==> src/rtl/eth_pkg.sv <==
// Shared types and constants for the Ethernet transmit path.
// Inter-frame gap and RMII rate constants live here so every block derives the same timing.
package eth_pkg;

  typedef enum logic [1:0] {
    IDLE = 2'd0,
    SEND = 2'd1,
    GAP  = 2'd2
  } tx_arb_state_t;

  localparam int ETH_IFG_BITS      = 96;
  localparam int RMII_BITS_PER_CLK = 2;

  // Index width that stays legal (>= 1) even for a count of one.
  function automatic int idx_width(input int n);
    return (n > 1) ? $clog2(n) : 1;
  endfunction

endpackage

==> src/rtl/eth_tx_arbiter_rr_pick.sv <==
// Combinational round-robin selector: first set request at or after ptr, wrapping.
// Returns a one-hot pick and an any-request flag.
module rr_pick
  import eth_pkg::*;
#(
  parameter int NUM_REQ = 2,
  parameter int PTR_W   = idx_width(NUM_REQ)
) (
  input  logic [NUM_REQ-1:0] req,
  input  logic [PTR_W-1:0]   ptr,
  output logic [NUM_REQ-1:0] pick,
  output logic               any
);

  localparam logic [PTR_W:0] NUM_L = (PTR_W+1)'(NUM_REQ);

  logic [PTR_W:0] idx;
  logic           found;

  always_comb begin
    pick  = '0;
    found = 1'b0;
    idx   = '0;
    for (int i = 0; i < NUM_REQ; i++) begin
      idx = {1'b0, ptr} + (PTR_W+1)'(i);
      if (idx >= NUM_L) begin
        idx = idx - NUM_L;
      end
      if (!found && req[idx[PTR_W-1:0]]) begin
        pick[idx[PTR_W-1:0]] = 1'b1;
        found                = 1'b1;
      end
    end
  end

  assign any = |req;

endmodule

==> src/rtl/eth_tx_arbiter.sv <==
// Whole-frame round-robin arbiter feeding the single Ethernet TX serializer,
// with the inter-frame gap enforced before the next grant.
module eth_tx_arbiter
  import eth_pkg::*;
#(
  parameter int NUM_REQ    = 2,
  parameter int IFG_CYCLES = ETH_IFG_BITS / RMII_BITS_PER_CLK,
  parameter int CNT_W      = 11
) (
  input  logic                 clk,
  input  logic                 rst,
  input  logic [NUM_REQ-1:0]   req_valid,
  input  logic [NUM_REQ*8-1:0] req_data,
  input  logic [NUM_REQ-1:0]   req_last,
  output logic [NUM_REQ-1:0]   req_ready,
  output logic                 out_valid,
  output logic [7:0]           out_data,
  output logic                 out_last,
  input  logic                 out_ready,
  output logic [NUM_REQ-1:0]   grant,
  output logic                 busy,
  output logic [CNT_W-1:0]     byte_cnt,
  output tx_arb_state_t        dbg_state
);

  localparam int PTR_W = idx_width(NUM_REQ);
  localparam int GAP_W = idx_width(IFG_CYCLES);

  tx_arb_state_t      state_q, state_d;
  logic [NUM_REQ-1:0] grant_q, grant_d;
  logic [PTR_W-1:0]   owner_q, owner_d;
  logic [PTR_W-1:0]   rr_ptr_q, rr_ptr_d;
  logic [GAP_W-1:0]   gap_q, gap_d;
  logic [CNT_W-1:0]   byte_cnt_q, byte_cnt_d;

  logic [NUM_REQ-1:0] pick;
  logic               pick_any;
  logic [PTR_W-1:0]   pick_idx;
  logic [PTR_W-1:0]   next_ptr;
  logic               xfer;

  rr_pick #(
    .NUM_REQ (NUM_REQ),
    .PTR_W   (PTR_W)
  ) u_rr_pick (
    .req  (req_valid),
    .ptr  (rr_ptr_q),
    .pick (pick),
    .any  (pick_any)
  );

  always_comb begin
    pick_idx = '0;
    for (int i = 0; i < NUM_REQ; i++) begin
      if (pick[i]) begin
        pick_idx = PTR_W'(i);
      end
    end
  end

  // The source just served drops to lowest priority for the next arbitration.
  assign next_ptr = (owner_q == PTR_W'(NUM_REQ - 1)) ? '0 : owner_q + PTR_W'(1);

  // Handshake: a byte moves on any cycle where valid and ready are both high.
  // Valid never depends on ready; the owner's req_ready is the serializer's
  // out_ready passed straight back, and every other req_ready stays low.
  always_comb begin
    state_d    = state_q;
    grant_d    = grant_q;
    owner_d    = owner_q;
    rr_ptr_d   = rr_ptr_q;
    gap_d      = gap_q;
    byte_cnt_d = byte_cnt_q;
    out_valid  = 1'b0;
    out_data   = '0;
    out_last   = 1'b0;
    req_ready  = '0;
    xfer       = 1'b0;

    unique case (state_q)
      IDLE: begin
        if (pick_any) begin
          grant_d    = pick;
          owner_d    = pick_idx;
          byte_cnt_d = '0;
          state_d    = SEND;
        end
      end

      SEND: begin
        out_valid = req_valid[owner_q];
        out_data  = req_data[{owner_q, 3'b000} +: 8];
        out_last  = req_last[owner_q];
        req_ready = grant_q & {NUM_REQ{out_ready}};
        xfer      = out_valid && out_ready;
        if (xfer) begin
          if (byte_cnt_q != '1) begin
            byte_cnt_d = byte_cnt_q + CNT_W'(1);
          end
          if (out_last) begin
            state_d  = GAP;
            rr_ptr_d = next_ptr;
            gap_d    = GAP_W'(IFG_CYCLES - 1);
            grant_d  = '0;
          end
        end
      end

      GAP: begin
        if (gap_q == '0) begin
          state_d = IDLE;
        end else begin
          gap_d = gap_q - GAP_W'(1);
        end
      end

      default: begin
        state_d = IDLE;
        grant_d = '0;
      end
    endcase
  end

  always_ff @(posedge clk) begin
    if (rst) begin
      state_q    <= IDLE;
      grant_q    <= '0;
      owner_q    <= '0;
      rr_ptr_q   <= '0;
      gap_q      <= '0;
      byte_cnt_q <= '0;
    end else begin
      state_q    <= state_d;
      grant_q    <= grant_d;
      owner_q    <= owner_d;
      rr_ptr_q   <= rr_ptr_d;
      gap_q      <= gap_d;
      byte_cnt_q <= byte_cnt_d;
    end
  end

  assign grant     = grant_q;
  assign busy      = (state_q != IDLE);
  assign byte_cnt  = byte_cnt_q;
  assign dbg_state = state_q;

endmodule

==> config.mk <==
export PLATFORM = sky130hd
export DESIGN_NAME = eth_tx_arbiter
export DESIGN_NICKNAME = d
export VERILOG_FILES = /design/src/rtl/eth_pkg.sv /design/src/rtl/eth_tx_arbiter_rr_pick.sv /design/src/rtl/eth_tx_arbiter.sv
export SDC_FILE = /design/constraint.sdc
export NUM_CORES = 1
export LEC_CHECK = 0
export BUFFER_PORTS_ARGS = -buffer_cell sky130_fd_sc_hd__buf_2
export CORE_UTILIZATION = 30
export CTS_CLUSTER_DIAMETER = 200
export DETAILED_ROUTE_END_ITERATION = 16
export GPL_TIMING_DRIVEN = 0
export PLACE_DENSITY_LB_ADDON = 0.08
export SLEW_MARGIN = 20
export SYNTH_ARGS = -nofsm -noshare
export SYNTH_HDL_FRONTEND = slang
export SYNTH_SLANG_ARGS = --single-unit
==> constraint.sdc <==
create_clock -name clk -period 1.6 [get_ports clk]
set_input_delay 0.08 -clock clk [delete_from_list [all_inputs] [get_ports clk]]
set_output_delay 0.08 -clock clk [all_outputs]
set_load 0.005 [all_outputs]
After elaboration in Yosys (flattened, before gate mapping)
Cells that the tools add are included.
{"block": "classes", "addsub": 6, "magnitude_cmp": 7, "eq_ne": 9, "shift": 1, "mux": 40, "bitwise_logic": 3, "reduce_logical": 17}
{"operator": "$mux 11", "n": 3}
{"operator": "$pmux 11 s2", "n": 1}
{"operator": "$mux 2", "n": 10}
{"operator": "$mux 6", "n": 3}
{"operator": "$mux 1", "n": 17}
{"operator": "$reduce_and 4->1", "n": 4}
{"operator": "$shiftx 16x5->8", "n": 1}
{"operator": "$ne 2x2->1 const B", "n": 6}
{"operator": "$pmux 2 s3", "n": 2}
{"operator": "$pmux 6 s2", "n": 1}
{"operator": "$add 11x1->11 const B", "n": 1}
{"operator": "$ne 11x11->1 const B", "n": 1}
{"operator": "$mux 8", "n": 1}
{"operator": "$logic_not 6->1", "n": 1}
{"operator": "$lt 1x2->1 const B", "n": 3}
{"operator": "$reduce_bool 2->1", "n": 3}
{"operator": "$sub 6x1->6 const B", "n": 1}
{"operator": "$logic_and 1x1->1", "n": 4}
{"operator": "$reduce_and 3->1", "n": 1}
{"operator": "$add 1x1->2 const B", "n": 1}
{"operator": "$and 2x2->2", "n": 1}
{"operator": "$demux 1 s1", "n": 2}
{"operator": "$eq 2x1->1 const B", "n": 1}
{"operator": "$eq 2x2->1 const B", "n": 1}
{"operator": "11 further kinds", "n": 13}
{"block": "word_totals", "register_bits": 23, "inputBits": 23, "output_inout_bits": 28, "elab_cells": 89}

Depth between registers and ports, before layout
Gate-level depths: netlist of run 1.
{"block": "logic_depth", "depth_word": 11, "depth_mapped": 6, "depth_no_buf": 6}

Cells and area by module
A second synthesis of run 1 with hierarchy kept.
{"block": "unflattened", "hier_cells": 164, "hier_area_um2": 1407.6}
{"mod": "eth_tx_arbiter", "n_inst": 1, "cells_per_inst": 160, "area_per_inst_um2": 1382.6, "seq_area_each_um2": 460.4}
{"mod": "rr_pick", "n_inst": 1, "cells_per_inst": 4, "area_per_inst_um2": 25.0, "seq_area_each_um2": 0.0}

Least setup slack after synthesis of run 1
Ideal clock, no wire load.
{"block": "synth_path", "kind": "register to register", "from": "reg gap_q[1]", "to": "reg gap_q[3]", "setup_ns": 0.138, "t_arrival_ns": 1.500, "required_time_ns": 1.462, "path_slack_ns": -0.038, "stages_incl_launch_ff": 7, "n_path_buf": 0, "synth_period_minus_slack_ns": 1.638, "path_cell_list": "dfxtp_1 -> inv_1 -> ha_1 -> or4b_4 -> o21a_4 -> a211oi_1 -> a311oi_1"}
{"block": "synth_between", "elab_chain_len": 3, "word_cells_on_any_way": 6, "classes_between": "add/sub (1); eq/ne (1); mux (2); reduce/logical (2)"}
{"item": "start: declaration", "line": "eth_tx_arbiter.sv:33", "source": "logic [GAP_W-1:0] gap_q, gap_d;"}
{"item": "start signal: assignment", "line": "eth_tx_arbiter.sv:137", "source": "gap_q <= gap_d;"}
{"item": "$sub 6x1->6 or $logic_not 6->1 (tied branches)", "line": "eth_tx_arbiter.sv:113, eth_tx_arbiter.sv:110"}
{"item": "$mux 6 or $ne 2x2->1 (tied branches)"}
{"item": "$pmux 6 s2 or $reduce_and 4->1 (tied branches)"}
Several ways; a longest one is shown, not always the timed one. The select of a mux whose other input is x is not followed.
A chain may end at the register's enable or synchronous reset.

Worst setup path in the final report of run 1
{"block": "layout_path", "from": "reg gap_q[1]", "to": "reg gap_q[2]"}
Same word-level chain as after synthesis.

==> summary.log, run 1 <==
INFO  status         status=finished with violations
INFO  status         violations=setup timing
INFO  worst_hold_path holdCritPathClass=in2reg
INFO  floorplanning  dieArea=5206um2
INFO  pwr            design_power_total=1.323mW
INFO  clock_tree     clock-sinks=23
INFO  finish         layout-area-overhead-vs-synth=47.03%
INFO  place          gp_routability_congestion=0.7473
INFO  synth          synth_net_count=201
INFO  synth          netlist_area=1476um2
INFO  clock_tree     max-clock-path-buffers=2
INFO  finish         design.final.nets=264
INFO  sta            postLayoutSetupSlackWorst=-53.65ps
INFO  synth          postSynthCellCount=175
INFO  sta            worst-slew-pin-transition=718.4ps
INFO  critical_path  worst-endpoint-arrival=1820ps
INFO  detailed_routing drtIter0Drc=92
INFO  synth          netlist-cell-type-count=50
INFO  sta            final-hold-violation-count=0
INFO  place          dpl_cell_area=1819um2
INFO  sta            maxSlewViolCount=0
INFO  detailed_routing detail_route.wl_per_cell=14.30um
INFO  sta            finalCritPeriodShare=1.034
INFO  clock_tree     cts.hold.buffers_added=0
INFO  clock_tree     htree_levels=1
INFO  synth          postSynthAreaPerCell=8.437um2
INFO  critical_path  crit_path_start_kind=register
INFO  grt            grt_first_pass_wirelength=6803um
INFO  detailed_routing drc=0
INFO  finish         layout_cell_share_with_drive_strength_beyond_1=0.4852
INFO  grt            grt_pass1_vias=1,428
INFO  floorplanning  initial_core_util=0.3126
INFO  clock_tree     cts_tree=yes
INFO  clock_tree     cts_root_buffer=sky130_fd_sc_hd__clkbuf_8
INFO  synth          seq_area_frac_synth=0.3119
INFO  critical_path  critPathLaunch=gap_q[1]
INFO  synth          ys.warnings.count=0
INFO  finish         fin_area=2171um2
INFO  synth          synth-seq-cells=23
INFO  floorplanning  placement_rows=25
INFO  pwr            max-vdd-ir-drop=0.3674mV
INFO  finish         post-route-util=0.4596
INFO  critical_path  worstReg2RegStart=gap_q[1]
INFO  synth          ys_top_cells_by_count=sky130_fd_sc_hd__dfxtp_1 (23), sky130_fd_sc_hd__nor2_1 (23), sky130_fd_sc_hd__mux2i_1 (12)
INFO  critical_path  cp_data_required_time=1770ps
INFO  detailed_routing final_antenna_net_count=0
INFO  clock_tree     cts_buffers=3
INFO  sta            fin_worst_skew=4.825ps
INFO  place          pre_cts_slack=-282.3ps
INFO  clock_tree     clk_latency_worst_skew_pair=260ps
INFO  critical_path  crit_path_end_kind=register
INFO  grt            grt_antenna_before_repair=0
INFO  floorplanning  chipHeight=72.15um
INFO  detailed_routing avgViaCountPerCell=5.181
INFO  detailed_routing wirelength=4348um
INFO  detailed_routing detail_route.first_pass.iterations=4
INFO  grt            grt_overflow=0
INFO  sta            finalWorstPathRequiredPeriod=1654ps
INFO  sta            timing.slew.headroom=0.5210
INFO  place          placement.io_buffers=50
INFO  synth          dominantRegCellSynth=sky130_fd_sc_hd__dfxtp_1
INFO  floorplanning  die_w=72.15um
INFO  grt            gr-usage-all-layers=0.1632
INFO  floorplanning  top_ports=51
INFO  finish         antenna_cells_inserted=0
INFO  sta            setup_repair_after_global_routing_missed_its_margin=true
INFO  pwr            p_leak=0.9000nW
INFO  synth          synth_top_area_share=0.3119
INFO  place          dp.final_hpwl=2956um
INFO  pwr            power_density=609.2nW/um2
INFO  synth          fraction_of_registers_with_async_set_or_reset_after_synthesis=0
INFO  sta            max_freq=604.7MHz
INFO  detailed_routing detailroute.via_count=1,575
INFO  synth          cell_types_with_the_largest_area_share_after_synthesis=sky130_fd_sc_hd__dfxtp_1 (31%), sky130_fd_sc_hd__mux2i_1 (8.1%), sky130_fd_sc_hd__nor2_1 (5.8%)
INFO  critical_path  worstSetupPathType=reg2reg
INFO  worst_hold_path worst_hold_startpoint=rst
INFO  synth          synth_edf_count=0
INFO  synth          synth_top_cell_by_area=sky130_fd_sc_hd__dfxtp_1
INFO  job            maxcap_viol_count=0
INFO  sta            holdWs=120.7ps
INFO  floorplanning  floorplan.core_area=4723um2
INFO  sta            setup_viol=4
INFO  grt            grt_max_degree=13
INFO  clock_tree     clkTransAtPathRegs=90ps
INFO  critical_path  critPathMaxFanout=6
-- per-stage QoR --
stage	TNS (ps)	instances
floorplan	-26.04	175
global placement	-3484	292
detailed placement	-3287	292
CTS	-105.5	299
global route	-522.8	304
finish	-129.4	304
-- path summary, 6_finish.rpt --
kind / slack, ps / cells after the start / to
max reg2reg: -50 / 6 / gap_q[2]
min: 120 / 3 / byte_cnt[8]
max: -50 / 6 / gap_q[2]
min reg2reg: 490 / 2 / grant[0]
-- flip-flops by register name, summed over array words and instances, names as in the netlist --
register and flops:
byte_cnt 11, gap_q 6, dbg_state 2, grant 2, owner_q 1, rr_ptr_q 1
-- worst max-delay path: stages, from the launching register on --
cell and delay, ps:
sky130_fd_sc_hd__dfxtp_2 330, sky130_fd_sc_hd__inv_2 70, sky130_fd_sc_hd__ha_4 130, sky130_fd_sc_hd__or4b_4 470, sky130_fd_sc_hd__o21a_4 240, sky130_fd_sc_hd__o32a_1 160
sky130_fd_sc_hd__o21a_1 160
-- layer usage --
metal	up-vias	routed length, um	global-route usage
met5	-	0	0
met4	0	33	0.03922
met3	4	207	0.02361
met2	49	2030	0.2700
met1	736	2077	0.2234
li1	786	-	-
-- where the power goes --
group | switching, mW | total, mW | internal, mW
logic | 0.186 | 0.344 | 0.159
registers | 0.0179 | 0.603 | 0.585
clock network | 0.197 | 0.375 | 0.178
-- cell families after synthesis --
kind of cell | share of synthesized area
xor+xnor | 0.005933
mux | 0.08136
buf+inv | 0.06186
flops | 0.3119
simple gates | 0.2458
fa+ha+maj | 0.02543
compound gates | 0.2678
-- repair_timing --
item | in CTS | in global routing
resized for setup | 24 | 31
pin swaps | 6 | 8
endpoints found under the setup margin | 27 | 21
cloned | 0 | 1
setup buffers | 4 | 5
-- area by class of cell --
class,instances,area (um2)
clock buffers,4,45.04
flip-flops and latches,23,483.0
multi-input cells,132,1130
plain buffers,8,62.56
repair buffers,60,329.1
well taps,67,83.83
inverters,10,37.54
fillers,463,2552
-- cell usage in the layout, fill, tap and decap left out, types with 2 or more instances in the layout --
cell type / count
sky130_fd_sc_hd__o21ai_1: 4
sky130_fd_sc_hd__nand2b_1: 3
sky130_fd_sc_hd__o32a_1: 2
sky130_fd_sc_hd__o41ai_2: 5
sky130_fd_sc_hd__buf_6: 5
sky130_fd_sc_hd__nand2_1: 10
sky130_fd_sc_hd__a21oi_1: 7
sky130_fd_sc_hd__nor3_1: 5
sky130_fd_sc_hd__o311ai_4: 2
sky130_fd_sc_hd__dfxtp_2: 9
sky130_fd_sc_hd__a31oi_1: 3
sky130_fd_sc_hd__inv_2: 2
sky130_fd_sc_hd__a41oi_1: 2
sky130_fd_sc_hd__inv_1: 8
sky130_fd_sc_hd__nor2_1: 23
sky130_fd_sc_hd__o21a_1: 2
sky130_fd_sc_hd__nand3_1: 5
sky130_fd_sc_hd__buf_2: 51
sky130_fd_sc_hd__and3_1: 3
sky130_fd_sc_hd__mux2i_1: 11
sky130_fd_sc_hd__or3_1: 2
sky130_fd_sc_hd__clkbuf_8: 3
sky130_fd_sc_hd__dfxtp_4: 3
sky130_fd_sc_hd__or4_1: 2
sky130_fd_sc_hd__dfxtp_1: 11
sky130_fd_sc_hd__nand3_4: 2
sky130_fd_sc_hd__o311ai_2: 5
sky130_fd_sc_hd__buf_4: 9
sky130_fd_sc_hd__clkbuf_1: 2
sky130_fd_sc_hd__a32oi_1: 2
sky130_fd_sc_hd__ha_4: 2
(Power assumes the default switching activity.)
==> run 2, diff against run 1 <==
--- a/config.mk
+++ b/config.mk
@@ -5,6 +5,7 @@
 export SDC_FILE = /design/constraint.sdc
 export NUM_CORES = 1
 export LEC_CHECK = 0
+export ABC_AREA = 1
 export BUFFER_PORTS_ARGS = -buffer_cell sky130_fd_sc_hd__buf_2
 export CORE_UTILIZATION = 30
 export CTS_CLUSTER_DIAMETER = 200
==> summary.log, run 2 <==
INFO  status         status=finished, final reports clean
INFO  finish         layout.cells.most_common_list=sky130_fd_sc_hd__nand2_1 (84), sky130_fd_sc_hd__buf_2 (52), sky130_fd_sc_hd__nor2_1 (42)
INFO  place          dp.final_hpwl=3203um
INFO  sta            final-hold-violation-count=0
INFO  grt            grt_pass1_vias=1,594
INFO  synth          synth_net_count=299
INFO  finish         max_reg_flops=11
INFO  job            maxcap_viol_count=0
INFO  critical_path  worst-endpoint-arrival=1640ps
INFO  detailed_routing detail_route.first_pass.iterations=4
INFO  synth          seq_area_frac_synth=0.2765
INFO  finish         layout-area-overhead-vs-synth=23.44%
INFO  grt            grt_first_pass_wirelength=7258um
INFO  pwr            power_density=717.6nW/um2
INFO  critical_path  crit_path_start_kind=register
INFO  floorplanning  chipHeight=76.51um
INFO  place          gp_routability_congestion=0.8485
INFO  clock_tree     cts_buffers=3
INFO  synth          fraction_of_registers_with_async_set_or_reset_after_synthesis=0
INFO  synth          synth_top_area_share=0.2765
INFO  finish         layout_commonest_cell=sky130_fd_sc_hd__nand2_1
INFO  floorplanning  placement_rows=26
INFO  synth          netlist_area=1665um2
INFO  clock_tree     htree_levels=1
INFO  sta            maxSlewViolCount=0
INFO  finish         antenna_cells_inserted=0
INFO  critical_path  critical_path_buffer_and_inverter_count=2
INFO  critical_path  timing.critical_path.cells=ha_2 > nand3_2 > nor2_4 > nand3_4 > buf_6 > nand3_1 > nand2_1 > inv_1 > nor2_1
INFO  detailed_routing drc=0
INFO  clock_tree     clk_latency_worst_skew_pair=270ps
INFO  critical_path  worstSetupPathType=reg2reg
INFO  clock_tree     cts_root_buffer=sky130_fd_sc_hd__clkbuf_8
INFO  detailed_routing top_signal_layer_used=met4
INFO  synth          cell_types_with_the_largest_area_share_after_synthesis=sky130_fd_sc_hd__dfxtp_1 (28%), sky130_fd_sc_hd__nand2_1 (19%), sky130_fd_sc_hd__nor2_1 (9.5%)
INFO  synth          synth-seq-cells=23
INFO  critical_path  max_stage_delay=370ps
INFO  sta            worst-slew-pin-transition=412.5ps
INFO  finish         post-route-util=0.3925
INFO  critical_path  slowest_stage=sky130_fd_sc_hd__dfxtp_2
INFO  critical_path  path_delay_family=simple AND/OR/NAND/NOR gates
INFO  clock_tree     cts.hold.buffers_added=0
INFO  pwr            p_leak=1.020nW
INFO  sta            fin_worst_skew=4.456ps
INFO  floorplanning  initial_core_util=0.3180
INFO  sta            setup_repair_after_global_routing_missed_its_margin=false
INFO  detailed_routing met3_wirelength=219um
INFO  clock_tree     clock-sinks=23
INFO  sta            setup_viol=0
INFO  sta            finalCritPeriodShare=0.9209
INFO  floorplanning  die_w=76.51um
INFO  synth          netlist-cell-type-count=27
INFO  floorplanning  floorplan.core_area=5238um2
INFO  detailed_routing detailed_route_wire_length_on_metal_1=2175um
INFO  synth          dominantRegCellSynth=sky130_fd_sc_hd__dfxtp_1
INFO  synth          synth_top_cell_by_area=sky130_fd_sc_hd__dfxtp_1
INFO  grt            grt_max_degree=15
INFO  pwr            max-vdd-ir-drop=0.4267mV
INFO  floorplanning  dieArea=5853um2
INFO  synth          yosys.cell_count.top_type=sky130_fd_sc_hd__nand2_1
INFO  detailed_routing wirelength=4245um
INFO  synth          ys_top_cells_by_count=sky130_fd_sc_hd__nand2_1 (84), sky130_fd_sc_hd__nor2_1 (42), sky130_fd_sc_hd__inv_1 (32)
INFO  clock_tree     cts_tree=yes
INFO  clock_tree     clkTransAtPathRegs=90ps
INFO  detailed_routing drtIter0Drc=45
INFO  critical_path  critPathMaxFanout=10
INFO  pwr            design_power_total=1.475mW
INFO  sta            finalWorstPathRequiredPeriod=1473ps
INFO  detailed_routing detail_route.wl_per_cell=10.72um
INFO  finish         layout_cell_share_with_drive_strength_beyond_1=0.2730
INFO  synth          postSynthCellCount=273
INFO  detailed_routing wl_met2=1795um
INFO  grt            grt_antenna_before_repair=0
INFO  grt            grt_overflow=0
INFO  sta            timing.slew.headroom=0.7240
INFO  grt            gr-usage-all-layers=0.1505
INFO  detailed_routing detailroute.via_count=1,753
INFO  clock_tree     max-clock-path-buffers=2
INFO  synth          synth_edf_count=0
INFO  worst_hold_path holdCritPathClass=in2reg
INFO  floorplanning  top_ports=51
INFO  place          placement.io_buffers=49
INFO  synth          postSynthAreaPerCell=6.100um2
INFO  finish         design.final.nets=353
INFO  sta            final.setup.tns=0ps
INFO  synth          ys.warnings.count=0
INFO  critical_path  crit_path_end_kind=register
INFO  sta            max_freq=678.7MHz
INFO  detailed_routing avgViaCountPerCell=4.427
INFO  critical_path  cp_data_required_time=1770ps
INFO  detailed_routing final_antenna_net_count=0
[run 2: cell types whose count changed after synthesis, sizes merged, moves of 6 or more]
cell    delta
nand2     +81
nand3     +25
inv       +24
nor2      +23
mux2i     -12
a21oi     +11
o311ai     -8
o41ai      -6
[run 2: worst register-to-register path, delay by kind of cell, from the launching register on]
family        cells  cell delay (ps)
flops             1              370
fa+ha+maj         1              210
simple gates      6              590
buf+inv           2              210
[run 2: timing repair]
item / CTS / global route
endpoints found under the setup margin: 0 / 18
resized for setup: 0 / 3
buffers inserted: 0 / 1
[run 2: per-layer routing]
metal | global-route usage | up-vias
met4 | 0.04808 | 0
met2 | 0.2405 | 43
li1 | - | 958
met5 | 0 | -
met1 | 0.2001 | 747
met3 | 0.03234 | 5
[run 2: cell families (layout without fill, tap and decap cells)]
logic type,after synthesis,count (layout),share of synthesized area
flip-flops,23,23,0.2765
AND/OR/NAND/NOR,179,179,0.5056
AO/OA/AOI/OAI,25,25,0.07663
adder cells (fa/ha/maj),3,3,0.02254
buffers and inverters,43,96,0.1187
[run 2: final cells by class]
cell class                      instances  area, um2
Fill cell                             602       3182
Multi-Input combinational cell        207       1010
Sequential cell                        23      462.9
Timing Repair Buffer                   50      252.7
Inverter                               35      132.6
Tap cell                               70      87.58
Buffer                                  7      61.31
Clock buffer                            3      41.29
Clock inverter                          1      7.507
[run 2: worst paths after layout]
kind | start | end | slack (ps) | cells after the start
min reg2reg | byte_cnt[10] | byte_cnt[10] | 480 | 2
max reg2reg | byte_cnt[0] | byte_cnt[3] | 130 | 9
min | req_valid[1] | owner_q | 190 | 3
max | byte_cnt[0] | byte_cnt[3] | 130 | 9
[run 2: per-stage QoR]
stage	cells	setup WS (ps)	cell area, um2	hold WS (ps)
2_1_floorplan	273	210.9	1665	244.7
3_3_place_gp	392	78.31	1998	466.8
3_5_place_dp	392	83.86	1998	455.4
4_1_cts	396	54.95	2047	159.1
5_1_grt	396	19.22	2056	188.4
6_report	396	126.6	2056	192.4
[run 2: power by group]
part	switching, mW	leakage, nW	internal (mW)
clock network	0.203	0.0217	0.176
logic	0.261	0.811	0.190
registers	0.0373	0.188	0.608
total	0.501	1.02	0.974
==> run 3, diff against run 2 <==
--- a/config.mk
+++ b/config.mk
@@ -8,9 +8,9 @@
 export ABC_AREA = 1
 export BUFFER_PORTS_ARGS = -buffer_cell sky130_fd_sc_hd__buf_2
 export CORE_UTILIZATION = 30
+export CTS_BUF_LIST = sky130_fd_sc_hd__clkbuf_8
 export CTS_CLUSTER_DIAMETER = 200
 export DETAILED_ROUTE_END_ITERATION = 16
-export GPL_TIMING_DRIVEN = 0
 export PLACE_DENSITY_LB_ADDON = 0.08
 export SLEW_MARGIN = 20
 export SYNTH_ARGS = -nofsm -noshare
==> summary.log, run 3 (synthesis gave the netlist of run 2 again) <==
INFO  status         status=finished, final reports clean
INFO  sta            worst-slew-pin-transition=528.9ps
INFO  detailed_routing drc=0
INFO  pwr            seq_power_share=0.439
INFO  grt            grt_antenna_before_repair=0
INFO  sta            holdWs=109.2ps
INFO  detailed_routing detail_route.first_pass.iterations=4
INFO  floorplanning  dieArea=5853um2
INFO  sta            setup_viol=0
INFO  sta            finalWorstPathRequiredPeriod=1464ps
INFO  critical_path  worst-endpoint-arrival=1640ps
INFO  grt            grt_max_degree=17
INFO  place          dp.final_hpwl=3239um
INFO  detailed_routing wl_met2=1781um
INFO  pwr            max-vdd-ir-drop=0.3135mV
INFO  place          gp_routability_congestion=0.8268
INFO  floorplanning  top_ports=51
INFO  finish         fin_area=2101um2
INFO  sta            timing.slew.headroom=0.6470
INFO  detailed_routing detail_route.wl_per_cell=10.58um
INFO  finish         layout-area-overhead-vs-synth=26.15%
INFO  clock_tree     cts_tree=yes
INFO  grt            grt_first_pass_wirelength=7334um
INFO  sta            max_freq=683.0MHz
INFO  floorplanning  placement_rows=26
INFO  clock_tree     clkTransAtPathRegs=90ps
INFO  clock_tree     max-clock-path-buffers=2
INFO  pwr            power_density=692.9nW/um2
INFO  finish         layout_cell_share_with_drive_strength_beyond_1=0.2793
INFO  critical_path  cp_data_required_time=1770ps
INFO  sta            fin_worst_skew=9.497ps
INFO  sta            finalCritPeriodShare=0.9150
INFO  sta            final.setup.tns=0ps
INFO  grt            grt_pass1_vias=1,592
INFO  floorplanning  die_w=76.51um
INFO  detailed_routing detailed_route_wire_length_on_metal_1=2244um
INFO  grt            grt_overflow=0
INFO  detailed_routing final_antenna_net_count=0
INFO  job            maxcap_viol_count=0
INFO  pwr            design_power_total=1.456mW
INFO  detailed_routing top_signal_layer_used=met4
INFO  critical_path  crit_path_start_kind=register
INFO  clock_tree     cts_root_buffer=sky130_fd_sc_hd__clkbuf_8
INFO  critical_path  crit_path_end_kind=register
INFO  critical_path  critPathMaxFanout=7
INFO  finish         max_reg_flops=11
INFO  clock_tree     cts.hold.buffers_added=0
INFO  detailed_routing avgViaCountPerCell=4.444
INFO  clock_tree     cts_buffers=3
INFO  clock_tree     clock-sinks=23
INFO  pwr            p_leak=1.066nW
INFO  pwr            power_frac_clock=0.255
INFO  detailed_routing met3_wirelength=174um
INFO  pwr            combinationalPowerShare=0.305
INFO  detailed_routing detailroute.via_count=1,791
INFO  finish         design.final.nets=360
INFO  sta            maxSlewViolCount=0
INFO  floorplanning  floorplan.core_area=5238um2
INFO  clock_tree     clk_latency_worst_skew_pair=270ps
INFO  grt            gr-usage-all-layers=0.1512
INFO  clock_tree     htree_levels=1
INFO  worst_hold_path holdCritPathClass=in2reg
INFO  place          dpl_cell_area=2013um2
INFO  place          placement.io_buffers=50
INFO  finish         layout_commonest_cell=sky130_fd_sc_hd__nand2_1
INFO  detailed_routing wirelength=4264um
INFO  finish         antenna_cells_inserted=0
INFO  finish         layout.cells.most_common_list=sky130_fd_sc_hd__nand2_1 (84), sky130_fd_sc_hd__buf_2 (50), sky130_fd_sc_hd__nor2_1 (42)
INFO  pwr            switching_share=0.3381
INFO  pwr            switching_power=492.2uW
INFO  sta            final-hold-violation-count=0
INFO  floorplanning  initial_core_util=0.3180
INFO  pwr            p_int=963.5uW
INFO  critical_path  worstSetupPathType=reg2reg
INFO  finish         post-route-util=0.4011
INFO  clock_tree     cts_resized=0
INFO  detailed_routing drtIter0Drc=91
INFO  floorplanning  chipHeight=76.51um
## run 3: changes by cell type in the layout (fill, tap and decap cells not counted), sizes merged
cell,previous run,this run
buf,56,64
clkbuf,4,3
clkinvlp,1,0
inv,34,35
## run 3: stage by stage
step / cells / setup WS, ps
after floorplan: 273 / 210.9
after detailed placement: 395 / 75.06
after CTS: 399 / 56.09
final: 403 / 136.0
after global placement: 395 / 118.0
after global routing: 403 / -2.568
## run 3: routing by layer
metal / vias to the layer above / track usage
met3: 8 / 0.02994
met2: 40 / 0.2369
met1: 771 / 0.2076
li1: 972 / -
met4: 0 / 0.04423
met5: - / 0
## run 3: repair_timing
item,in CTS,in global routing
buffers inserted,0,4
setup endpoints to repair,0,6
hold endpoints to repair,0,0
## run 3: worst max-delay path, cell delays in order (launching register included)
cell                      delay [ps]
sky130_fd_sc_hd__dfxtp_1         380
sky130_fd_sc_hd__ha_1            220
sky130_fd_sc_hd__nand3_2         120
sky130_fd_sc_hd__nor2_4          130
sky130_fd_sc_hd__nand3_4         130
sky130_fd_sc_hd__buf_12          170
sky130_fd_sc_hd__nand3_1          80
sky130_fd_sc_hd__nand2_1          50
sky130_fd_sc_hd__inv_1            40
sky130_fd_sc_hd__nor2_1           30
## run 3: area by class of cell
type                    count  area (um2)
inverters                  35       132.6
clock inverters             1       3.754
clock buffers               3       41.29
multi-input cells         207        1007
flip-flops and latches     23       460.4
repair buffers             64       367.9
fillers                   601        3137
well taps                  70       87.58
## run 3: path summary, 6_finish.rpt
check | startpoint | depth (start not counted) | slack, ps | endpoint
setup / recovery | byte_cnt[1] | 9 | 140 | byte_cnt[8]
hold / removal | rst | 2 | 110 | byte_cnt[2]
setup reg to reg | byte_cnt[1] | 9 | 140 | byte_cnt[8]
hold reg to reg | byte_cnt[10] | 2 | 480 | byte_cnt[10]
## run 3: power by group through the flow
stage	Combinational (mW)	Clock, mW	Sequential [mW]
3_5_place_dp	0.449	0	0.654
6_report	0.444	0.372	0.639
3_3_place_gp	0.448	0	0.653
2_1_floorplan	0.311	0	0.653
5_1_grt	0.506	0.416	0.645
4_1_cts	0.450	0.389	0.640
